<file path="src/rtl/adc_lane_align.sv">
// rtl/adc_lane_align.sv - per-lane SERDES word alignment via bitslip training
module adc_lane_align #(
  parameter int             N_LANE      = 8,
  parameter int             W           = 8,
  parameter logic [W-1:0]   PATTERN     = 8'hF0,
  parameter int             MATCH_COUNT = 16,
  parameter int             SLIP_WAIT   = 3
) (
  input  logic                ref_clk,
  input  logic                ref_rst_n,
  input  logic [N_LANE-1:0]   rx_locked,
  input  logic                start,
  input  logic [N_LANE*W-1:0] lane_data,
  output logic [N_LANE-1:0]   bitslip,
  output logic [N_LANE-1:0]   aligned,
  output logic [N_LANE-1:0]   error,
  output logic                all_aligned,
  output logic [N_LANE*W-1:0] data_out,
  output logic                data_valid
);

  localparam int MW = $clog2(MATCH_COUNT + 1);
  localparam int SW = (W > 2) ? $clog2(W) : 1;
  localparam int WW = (SLIP_WAIT > 1) ? $clog2(SLIP_WAIT) : 1;

  localparam logic [MW-1:0] MATCH_LAST = MW'(MATCH_COUNT - 1);
  localparam logic [SW-1:0] SLIP_LAST  = SW'(W - 1);
  localparam logic [WW-1:0] WAIT_LAST  = WW'(SLIP_WAIT - 1);

  typedef enum logic [2:0] {
    S_IDLE, S_WAIT_LOCK, S_CHECK, S_SLIP, S_SETTLE, S_ALIGNED, S_FAIL
  } state_t;

  logic [N_LANE*W-1:0] data_out_q;
  logic                data_valid_q;

  for (genvar i = 0; i < N_LANE; i++) begin : g_lane
    state_t        state_q, state_d;
    logic [MW-1:0] match_q, match_d;
    logic [SW-1:0] slip_q,  slip_d;
    logic [WW-1:0] wait_q,  wait_d;
    logic [W-1:0]  word;

    assign word = lane_data[i*W +: W];

    // Lane state and training counters
    always_ff @(posedge ref_clk or negedge ref_rst_n) begin
      if (!ref_rst_n) begin
        state_q <= S_IDLE;
        match_q <= '0;
        slip_q  <= '0;
        wait_q  <= '0;
      end else begin
        state_q <= state_d;
        match_q <= match_d;
        slip_q  <= slip_d;
        wait_q  <= wait_d;
      end
    end

    // Next state: start beats lock loss beats the normal training flow
    always_comb begin
      state_d = state_q;
      match_d = match_q;
      slip_d  = slip_q;
      wait_d  = wait_q;
      if (start) begin
        state_d = S_WAIT_LOCK;
        match_d = '0;
        slip_d  = '0;
        wait_d  = '0;
      end else if (!rx_locked[i] &&
                   (state_q inside {S_CHECK, S_SLIP, S_SETTLE, S_ALIGNED})) begin
        state_d = S_WAIT_LOCK;
        match_d = '0;
        slip_d  = '0;
        wait_d  = '0;
      end else begin
        case (state_q)
          S_WAIT_LOCK: begin
            match_d = '0;
            slip_d  = '0;
            wait_d  = '0;
            if (rx_locked[i]) state_d = S_CHECK;
          end
          S_CHECK: begin
            if (word == PATTERN) begin
              match_d = match_q + 1'b1;
              if (match_q == MATCH_LAST) state_d = S_ALIGNED;
            end else begin
              match_d = '0;
              state_d = (slip_q == SLIP_LAST) ? S_FAIL : S_SLIP;
            end
          end
          S_SLIP: begin
            slip_d  = slip_q + 1'b1;
            wait_d  = '0;
            state_d = S_SETTLE;
          end
          S_SETTLE: begin
            if (wait_q == WAIT_LAST) begin
              wait_d  = '0;
              state_d = S_CHECK;
            end else begin
              wait_d = wait_q + 1'b1;
            end
          end
          default: ;
        endcase
      end
    end

    // Outputs decode straight from the state register, so reset clears them at once
    assign bitslip[i] = (state_q == S_SLIP);
    assign aligned[i] = (state_q == S_ALIGNED);
    assign error[i]   = (state_q == S_FAIL);
  end

  assign all_aligned = &aligned;

  // Sample pipeline: data and valid share one register stage
  always_ff @(posedge ref_clk or negedge ref_rst_n) begin
    if (!ref_rst_n) begin
      data_out_q   <= '0;
      data_valid_q <= 1'b0;
    end else begin
      data_out_q   <= lane_data;
      data_valid_q <= all_aligned;
    end
  end

  assign data_out   = data_out_q;
  assign data_valid = data_valid_q;

endmodule

</file>
<file path="config.mk">
export PLATFORM = sky130hd
export DESIGN_NAME = adc_lane_align
export DESIGN_NICKNAME = d
export VERILOG_FILES = /design/src/rtl/adc_lane_align.sv
export SDC_FILE = /design/constraint.sdc
export NUM_CORES = 1
export LEC_CHECK = 0
export BUFFER_PORTS_ARGS = -buffer_cell sky130_fd_sc_hd__buf_2
export CORE_MARGIN = 2
export CORE_UTILIZATION = 50
export CTS_BUF_LIST = sky130_fd_sc_hd__clkbuf_16
export DETAILED_ROUTE_END_ITERATION = 16
export HOLD_SLACK_MARGIN = 0.1
export PLACE_DENSITY = 0.74
export SYNTH_ARGS = -nofsm -noshare
export SYNTH_HDL_FRONTEND = slang
export SYNTH_SLANG_ARGS = --single-unit
export TNS_END_PERCENT = 10
</file>
<file path="constraint.sdc">
create_clock -name ref_clk -period 3.8 [get_ports ref_clk]
set_input_delay 0.19 -clock ref_clk [delete_from_list [all_inputs] [get_ports ref_clk]]
set_output_delay 0.19 -clock ref_clk [all_outputs]
set_load 0.01 [all_outputs]
</file>
==> impl_metrics.json <==
{
  "hold_path_end": "g_lane[4].slip_q[0]",
  "drc": 0,
  "ir_drop_uv": 375.1,
  "syn_to_final_growth_pct": 27.35,
  "status": "finished, final reports clean",
  "fin_nets": 1071,
  "boundaryPins": 165,
  "switching_power_w": 0.001798,
  "yosysTopAreaCellShare_pct": 52.43,
  "routed_wl_mm": 17.54,
  "timing.final.crit_period_ps": 2692,
  "drv_cap": 0,
  "hold_path_class": "primary input to flip-flop",
  "place_ws_ps": 1102,
  "synth_area_leader_cell": "dfrtp_1",
  "crit_path_end_kind": "flip-flop",
  "relSlewSlack_pct": 39.97,
  "synth_edf_count": 0,
  "die_y_um": 131.0,
  "gp_congestion": 0.8389,
  "rr_worst_depth": 6,
  "post_cts_buffers": 0,
  "critical_path_class": "flip-flop to flip-flop",
  "numPortBuffers": 164,
  "synthesis.nets": 857,
  "syn_inst": 746,
  "r2r-start": "g_lane[3].state_q[2]",
  "path_clk_slew_ps": 70,
  "crit_arrival_ps": 3020,
  "antenna_found_initial": 0,
  "syn_avg_cell_area_um2": 10.81,
  "tritoncts": "done",
  "fin_util_pct": 64.90,
  "track_usage_pct": 21.11,
  "place_area_um2": 9032,
  "vias": 6365,
  "die_w_um": 131.0,
  "core-area_um2": 15830,
  "tightest_slew_ps": 900.5,
  "slew_violations": 0,
  "grt_pass1_vias": 6218,
  "netlist_top_cells_area": "dfrtp_1 (52%), ha_1 (5.6%), mux2i_1 (2.6%)",
  "intPower_w": 0.003559,
  "hpwl_mm": 11.46,
  "postRouteAntennaNets": 0,
  "hold_start": "start",
  "p_leak_nw": 4.858,
  "finalClockSkew_ps": 19.31,
  "setup-tns-final_ps": 0,
  "path_max_fanout": 12,
  "clkLatencyLatePin_ps": 430,
  "grt_max_degree": 101,
  "required_ps": 4120,
  "worstHoldPathCells": 2,
  "p_seq_share_pct": 42.4,
  "final_area_um2": 10270,
  "start_util_pct": 50.96,
  "root_buffer": "clkbuf_16",
  "cts_inserted_buffers": 17,
  "num_rows": 46,
  "report.final.setup_viol": 0,
  "wl_per_cell_um": 14.76,
  "cts_sinks": 169,
  "dieArea_um2": 17160,
  "crit_start": "g_lane[3].state_q[2]",
  "vias_per_cell": 5.353,
  "yosysWarningCount": 0,
  "yosysSeqAreaShare_pct": 52.43,
  "cp-start-kind": "flip-flop",
  "p_clk_share_pct": 32.2,
  "htreeDepth": 4,
  "clk_path_buf_depth": 2,
  "setup_ws_ps": 1108,
  "firstDrtPassIters": 5,
  "p_sw_share_pct": 33.56,
  "async_flop_share_pct": 100.0,
  "yosysUniqueCellTypes": 69,
  "r2r_setup_slack_ps": 1110,
  "ys_ff_latch": 169,
  "holdWs_ps": 196.4,
  "drt_iter0_drc": 345,
  "worstReg2RegEnd": "g_lane[3].state_q[1]",
  "drive_above_1_share_pct": 23.84,
  "rsz0062_at_grt": "false",
  "synth_ff_type": "dfrtp_1",
  "finalCritPeriodShare_pct": 70.84,
  "powerDensity_nw_per_um2": 521.5,
  "synthesis.area_um2": 8066,
  "finalHoldViolations": 0,
  "fmax_mhz": 371.5,
  "comb_power_share_pct": 25.4,
  "overflow": 0,
  "diodes": 0,
  "grt_pass1_wl_mm": 28.86
}
## metal layers
metal / vias up / track usage (%) / share of wire (%)
met2: 150 / 34.81 / 48
li1: 3151 / - / -
met5: - / 0 / 0
met4: 0 / 8.323 / 1.7
met1: 3042 / 27.47 / 46
met3: 22 / 4.316 / 4.0
## through the flow
| step | total power [W] | instances |
|---|---|---|
| 2_1_floorplan | 0.003237 | 746 |
| 3_3_place_gp | 0.003564 | 1092 |
| 3_5_place_dp | 0.003590 | 1092 |
| 4_1_cts | 0.005399 | 1189 |
| 5_1_grt | 0.005683 | 1189 |
| 6_report | 0.005357 | 1189 |
## cells in the mapped netlist (6+ instances only)
cell and n:
nand3_1 23, mux2_1 6, a22oi_1 10, and2_1 12, dfrtp_1 169, nor3_1 17
nor4_1 6, nand2_1 47, a21o_1 8, buf_2 7, ha_1 36, inv_2 12
a22o_1 17, clkbuf_1 25, mux2i_1 21, o21a_1 6, o21ai_0 20, or4_1 8
xnor2_1 10, nor2b_1 12, and3_1 16, nor3b_1 11, nor2_1 49, a2bb2oi_1 8
inv_1 22, o21bai_1 12, o21ai_1 31, a21oi_1 35, nand4_1 7
## power groups by stage
stage	Sequential, W	Combinational, W	Clock (W)
6_report	0.00227	0.00136	0.00172
5_1_grt	0.00231	0.00152	0.00185
4_1_cts	0.00227	0.00136	0.00177
3_5_place_dp	0.00230	0.00129	0
3_3_place_gp	0.00229	0.00127	0
2_1_floorplan	0.00207	0.00117	0
## flip-flops by register name, summed over array words and instances (netlist names)
register	count
g_lane.slip_q	24
data_valid	1
g_lane.state_q	24
g_lane.wait_q	16
data_out	64
g_lane.match_q	40
## placed cells by master, fill, tap and decap left out, types with 5 or more instances in the layout
master,Yosys,routed
nor2b_1,12,12
clkbuf_16,0,17
a21o_1,8,8
nor2_1,49,49
buf_2,7,163
dfrtp_1,169,169
or4_1,8,8
a22oi_1,10,10
nor3_1,17,17
and3_1,16,16
mux2_1,6,6
a2bb2oi_1,8,8
a21oi_1,35,35
xnor2_1,10,10
nand2b_1,5,5
and2_1,12,12
nor4_1,6,6
nand4_1,7,7
o21ai_0,20,20
nand3_1,23,23
inv_2,12,12
mux2i_1,21,21
o21bai_1,12,12
o21a_1,6,6
dlygate4sd3_1,0,65
ha_1,36,36
nand2_1,47,47
o21ai_1,31,31
a22o_1,17,17
nor3b_1,11,11
inv_1,22,22
or3b_1,5,5
## final cells by class
type,instances,area (um2)
Clock buffer,17,425.4
Clock inverter,15,163.9
Fill cell,1196,5555
Inverter,34,127.6
Multi-Input combinational cell,507,3551
Sequential cell,169,4229
Tap cell,216,270.3
Timing Repair Buffer,231,1505
## critical path, stage by stage (launching register included)
cell,delay (ps)
dfrtp_1,540
inv_2,110
ha_1,290
o21bai_1,260
or4_1,790
o32ai_4,230
mux2_1,350
## kinds of logic after synthesis
kind of cell | count (synthesis) | share of synthesized area (%)
AND/OR/NAND/NOR | 239 | 16.13
AO/OA/AOI/OAI | 188 | 16.85
flip-flops | 169 | 52.43
buffers and inverters | 70 | 3.552
adder cells (fa/ha/maj) | 36 | 5.584
multiplexers | 31 | 4.048
XOR/XNOR | 13 | 1.412
## what timing repair did
action,4_1_cts,5_1_grt
hold buffers,65,0
endpoints found under the hold margin,163,0
resized for setup,0,0
## worst max path at each step
| stage | endpoint | slack [ps] |
|---|---|---|
| floorplan | g_lane[3].state_q[1] | 1430 |
| global placement | g_lane[3].state_q[1] | 1190 |
| detailed placement | g_lane[3].state_q[1] | 1100 |
| CTS | g_lane[3].state_q[1] | 1100 |
| global route | g_lane[3].state_q[1] | 870 |
| finish | g_lane[3].state_q[1] | 1110 |
(Power assumes the default switching activity.)
